[config.mk]
export PLATFORM = sky130hd
export DESIGN_NAME = gray_conv_arbiter
export DESIGN_NICKNAME = d
export VERILOG_FILES = /design/src/rtl/gray_conv_arbiter.sv
export SDC_FILE = /design/constraint.sdc
export NUM_CORES = 1
export LEC_CHECK = 0
export BUFFER_PORTS_ARGS = -buffer_cell sky130_fd_sc_hd__clkbuf_2
export CORE_UTILIZATION = 44
export DETAILED_ROUTE_END_ITERATION = 7
export PLACE_DENSITY = 0.85
export SLEW_MARGIN = 40
export SYNTH_ARGS = -nofsm -noshare
export SYNTH_HDL_FRONTEND = slang
export SYNTH_SLANG_ARGS = --single-unit
export TNS_END_PERCENT = 5
[constraint.sdc]
create_clock -name clk -period 1.5 [get_ports clk]
set_input_delay 0.075 -clock clk [delete_from_list [all_inputs] [get_ports clk]]
set_output_delay 0.075 -clock clk [all_outputs]
set_load 0.02 [all_outputs]
[src/rtl/gray_conv_arbiter.sv]
// Two-requester binary-to-Gray converter with a shared output port.
// Define GRAY_ARB_FIXED_PRIO_EN for fixed priority (req0 wins); default is round-robin.
module gray_conv_arbiter #(
  parameter int unsigned WIDTH = 4
) (
  input  logic             clk,
  input  logic             rst_n,
  input  logic             req0,
  input  logic [WIDTH-1:0] bin0,
  output logic             gnt0,
  input  logic             req1,
  input  logic [WIDTH-1:0] bin1,
  output logic             gnt1,
  output logic             out_valid,
  output logic [WIDTH-1:0] out_gray,
  output logic             out_id,
  input  logic             out_ready,
  output logic             busy,
  output logic [7:0]       conv_count
);

  localparam int unsigned CNT_W = 8;

  typedef enum logic [1:0] {
    IDLE = 2'd0,
    CONV = 2'd1,
    OUT  = 2'd2
  } state_t;

  state_t           state;
  logic [WIDTH-1:0] cap_bin;
  logic             cap_id;
  logic             pick1;
  logic             grant;

`ifndef GRAY_ARB_FIXED_PRIO_EN
  logic             rr_last;
`endif

  function automatic logic [WIDTH-1:0] to_gray(input logic [WIDTH-1:0] b);
    logic [WIDTH-1:0] g;
    g[WIDTH-1] = b[WIDTH-1];
    for (int i = 0; i < int'(WIDTH) - 1; i++) begin
      g[i] = b[i+1] ^ b[i];
    end
    return g;
  endfunction

  // Grants are combinational in IDLE and forced low while reset is held
  always_comb begin
    pick1 = 1'b0;
`ifdef GRAY_ARB_FIXED_PRIO_EN
    pick1 = req1 & ~req0;
`else
    pick1 = req1 & (~req0 | ~rr_last);
`endif
    gnt0  = rst_n & (state == IDLE) & req0 & ~pick1;
    gnt1  = rst_n & (state == IDLE) & pick1;
    grant = gnt0 | gnt1;
  end

  assign busy = (state != IDLE);

  always_ff @(posedge clk or negedge rst_n) begin
    if (!rst_n) begin
      state      <= IDLE;
      cap_bin    <= '0;
      cap_id     <= 1'b0;
      out_valid  <= 1'b0;
      out_gray   <= '0;
      out_id     <= 1'b0;
      conv_count <= '0;
`ifndef GRAY_ARB_FIXED_PRIO_EN
      rr_last    <= 1'b1;
`endif
    end else begin
      case (state)
        IDLE: begin
          if (grant) begin
            cap_bin <= gnt1 ? bin1 : bin0;
            cap_id  <= gnt1;
`ifndef GRAY_ARB_FIXED_PRIO_EN
            rr_last <= gnt1;
`endif
            state   <= CONV;
          end
        end
        CONV: begin
          out_gray  <= to_gray(cap_bin);
          out_id    <= cap_id;
          out_valid <= 1'b1;
          state     <= OUT;
        end
        OUT: begin
          // Result held until the consumer takes it
          if (out_ready) begin
            out_valid  <= 1'b0;
            conv_count <= conv_count + CNT_W'(1);
            state      <= IDLE;
          end
        end
        default: state <= IDLE;
      endcase
    end
  end

endmodule

* After elaboration in Yosys (flattened, before gate mapping)
Index checks and enable logic that the tools add are counted.
** Storage, ports and cells
- Word-level logic and storage cells :: 39
- Input bits :: 13
- Output and inout bits :: 17
- Flip-flop bits (word level) :: 22
** Operators by class
- Bitwise gates (word level) :: 13
- Eq/ne operators :: 4
- $add $sub $neg :: 1
- Reduce and logical (&&, ||, !) cells :: 7
- Multiplexer cells :: 6
** Operators with widths (count)
- adder 8 x 1 -> 8 bit, second input constant :: 1
- AND reduction 2 bit :: 4
- case mux 2 bit (3 select lines) :: 1
- AND 1 bit :: 5
- two-way mux 2 bit :: 2
- two-way mux 4 bit :: 1
- != test 2 bit, second input constant :: 2
- nonzero test 2 bit :: 2
- inverter 1 bit :: 3
- XOR 1 bit :: 3
- equality test 2 x 1 -> 1 bit, second input constant :: 1
- equality test 2 bit, second input constant :: 1
- logical NOT 2 bit :: 1
- OR 1 bit :: 2
- case mux 1 bit (2 select lines) :: 1
- two-way mux 1 bit :: 1

* Logic depth before layout (Yosys ltp)
- Depth after elaboration :: 8
- Mapped depth :: 4
- Depth with buffers taken out :: 4

* Worst setup path after synthesis
OpenSTA, ideal clock, no wires.
- Kind :: reg2reg
- Start :: register state[1]
- End :: register cap_bin[0]
- Stages on the path, launching flop included :: 5
- Path buffers :: 1
- Arrival :: 1294 ps
- Setup time :: 125 ps
- Clock period less this slack :: 1419 ps
- Setup slack :: 81 ps
- Required time :: 1375 ps
- Cell sequence :: dfrtp_1 nand4bb_1 buf_6 mux2_4 mux2_2
** Between the ends
- Longest elaborated chain between the ends :: 6
- Elaborated cells on any way between the ends :: 8
- Classes of those cells :: mux: 1; bitwise: 5; reduce/logical: 2
** Ends and longest elaborated chain
- start: declaration :: line 30 : state_t state;
- start signal: assignment :: line 66 : state <= IDLE;
- start signal: assignment :: line 85 : state <= CONV;
- start signal: assignment :: line 92 : state <= OUT;
- logical NOT 2 bit * :: line 57, 58, 77
- AND 1 bit :: line 57, 58
- AND 1 bit (2 in series) :: line 57 : gnt0 = rst_n & (state == IDLE) & req0 & ~pick1;
- OR 1 bit :: line 59 : grant = gnt0 | gnt1;
- AND reduction 2 bit (no source line)
- end signal: assignment :: line 80 : cap_bin <= gnt1 ? bin1 : bin0;
- end: declaration :: line 31 : logic [WIDTH-1:0] cap_bin;
Mark *: on every way between the ends. The rest lies on a longest branch, timed or not.
A chain may end at the register's enable or synchronous reset.

* Worst setup path after layout
- Start :: register state[1]
- End :: register cap_bin[2]
Same word-level chain as after synthesis.

==> results by group <==
Clocking
  – Longest Clk Path Bufs: 2
  – TritonCTS Sinks: 22
  – CTS H-tree lvls: 1
  – Inserted Clock Buffers: 3
  – CTS tree: yes
  – Clock root cell: clkbuf_4
  – Worst skew pair latency: 0.31 ns
  – Worst-path clk slew: 0.12 ns

Power and ir drop
  – Sw power: 0.0008942 W
  – PwrDens: 1844 nW/um2
  – Leak: 0.6940 nW
  – Int Pwr: 0.001492 W
  – Peak VDD IR: 1117 uV
  – Overall power: 0.002386 W
  – Comb power frac: 43.0%
  – Clock network fraction of total power: 13.5%
  – Switching Share: 37.47%
  – Seq pwr share: 43.5%

Min path
  – Hold endpoint: state[1]
  – WHS Path Cells: 2
  – Worst min path class: primary input to flop
  – Worst Hold Launch: out_ready

STA
  – RSZ-0062 raised after global routing: false
  – Tmin final: 1.425 ns
  – Skew final: 0.005389 ns
  – Slew @ Worst Pin: 0.3129 ns
  – Fin worst setup slack: 0.07537 ns
  – Worst slew margin: 78.95%
  – Final Hold Viols: 0
  – Endpoints failing setup: 0
  – Max-slew violations: 0
  – Fin crit share: 94.98%
  – F_max: 701.9 MHz
  – TNS Setup: 0 ns

Synthesis
  – Post-Syn Area per Cell: 11.88 um2
  – Synthesis Warnings: 0
  – Yosys top cell by area: dfrtp_1
  – Share of the synthesized area in the top cell type: 53.30%
  – Synth unique cells: 25
  – Sequential area share after synthesis: 55.96%
  – Mapped cell area: 985.9 um2
  – Mapped Nets: 97
  – Yosys reg bits: 22
  – Synth Instances: 83
  – Synth top area cells: dfrtp_1 53%, mux2_2 6.9%, xnor2_1 5.3%

Final layout
  – Most common cell after layout, fill and taps aside: clkbuf_2
  – Layout cells sized above 1: 40.48%
  – Ant. Diodes: 0
  – Design area: 1294 um2
  – Layout net count: 141
  – Most frequent cells in the layout: 29 x clkbuf_2, 21 x dfrtp_1, 10 x nand2_1
  – Area growth from synthesis to layout: 31.22%

Global route
  – Largest net degree at the start of global routing: 15
  – Overflow after GRT: 0
  – Vias in the first global route: 718
  – First-pass GRT wire length: 2967 um
  – Initial antenna violation count: 0
  – Global Route Usage Sum: 16.80%

Drt
  – Violation count after the first detailed-routing iteration: 3
  – WL/cell: 11.05 um
  – Routed WL: 1690 um
  – Pre-Repair DR Iteration Count: 4
  – Vias per cell: 4.765
  – Routed Antenna Nets: 0
  – Drt drc: 0
  – Via count: 729

Place
  – Placement-stage cell area: 1195 um2
  – Routability cong.: 0.7365
  – HPWL Detailed: 1331 um
  – Port buffer count: 29
  – Setup WS pre-CTS: 0.09658 ns

Die
  – Starting Density: 48.28%
  – Die W: 49.34 um
  – Boundary Pins: 30
  – Total die area: 2434 um2
  – Die Y: 49.34 um
  – Core area: 2042 um2
  – Row count: 16

Critical path
  – Worst setup SP type: flop
  – Critical path class: flop to flop
  – R2r setup slk: 0.08 ns
  – Reg-to-reg critical path startpoint: state[1]
  – R2R depth: 4
  – CP cell instances: nand4bb_1, buf_4, mux2_4, mux2_2
  – Crit path max-delay family: multiplexers
  – Worst Path Max Fanout: 8
  – Critical Path End Type: flop
  – Max stage delay on crit path: 0.40 ns
  – CP Data Required Time: 1.70 ns
  – Buffers & Inverters on Critical Path: 1
  – Crit Reg-Reg Endpoint: cap_bin[2]
  – Slowest CP cell: dfrtp_1
  – CP arrival: 1.63 ns

Flow run
  – Maxcap violations: 0

Run status
  – Outcome: finished clean
-- synthesized netlist by cell type --
library cell,count
and4b_1,1
nand4_1,1
inv_1,4
nand3b_1,1
nand2b_1,1
buf_6,1
nand2_1,10
mux2_4,3
nor2_1,3
dfrtp_1,21
clkbuf_1,1
dfstp_2,1
o21ai_0,4
or2b_1,1
xor2_1,4
mux2_2,6
xnor2_1,6
mux2i_1,2
nor3_1,2
nand3_1,4
a21boi_0,1
a21oi_1,2
and3_1,1
nand4bb_1,1
ha_1,1
-- state kept, by name (all words and copies together), names as in the netlist --
name / cells
conv_count: 8
rr_last: 1
out_gray: 4
state: 2
out_id: 1
cap_id: 1
cap_bin: 4
out_valid: 1
-- power groups by stage --
| stage | combinational (W) | clock [W] | sequential (W) |
|---|---|---|---|
| after floorplan | 0.000532 | 0 | 0.00120 |
| after global placement | 0.000988 | 0 | 0.00105 |
| after detailed placement | 0.00102 | 0 | 0.00105 |
| after CTS | 0.00104 | 0.000338 | 0.00104 |
| after global routing | 0.00114 | 0.000362 | 0.00108 |
| final | 0.00102 | 0.000323 | 0.00104 |
-- worst max path at each step --
stage,cells after the start,endpoint,start,slack (ns)
after floorplan,4,cap_bin[0],state[1],0.08
after global placement,4,cap_bin[2],state[1],0.13
after detailed placement,4,cap_bin[2],state[1],0.1
after CTS,4,cap_bin[2],state[1],0.07
after global routing,5,gnt1,state[0],0.005
final,4,cap_bin[2],state[1],0.08
-- area by class of cell --
class / instances / area (um2)
Sequential cell: 22 / 551.8
Timing Repair Buffer: 41 / 247.7
Clock buffer: 4 / 36.28
Tap cell: 27 / 33.78
Multi-Input combinational cell: 55 / 409.1
Fill cell: 183 / 748.2
Inverter: 4 / 15.01
-- metal layers --
layer	routed length, um	GRT usage [%]
met5	0	0
met4	50	11.76
met3	93	3.427
met2	780	28.08
met1	766	18.96
-- logic make-up (layout without fill, tap and decap cells) --
logic type | Yosys count | in the layout | synth area share (%)
XOR/XNOR | 10 | 10 | 8.883
AO/OA/AOI/OAI | 7 | 7 | 3.808
multiplexers | 11 | 11 | 13.45
adder cells (fa/ha/maj) | 1 | 1 | 1.269
flip-flops | 22 | 22 | 55.96
buffers and inverters | 6 | 49 | 3.045
AND/OR/NAND/NOR | 26 | 26 | 13.58
-- metrics by stage --
stage	hold slack (ns)	instances	util, %
CTS	0.02634	153	63.36
floorplan	-0.2206	83	-
finish	0.03466	153	63.36
detailed placement	0.03780	143	58.52
global route	0.03237	153	63.36
global placement	0.03853	143	58.52
-- what timing repair did --
item,4_1_cts,5_1_grt
gates resized for setup,1,0
endpoints found under the hold margin,26,0
setup endpoints to repair,1,0
hold buffers,5,0
buffers inserted,1,0
Power figures use the tool's default switching activity.
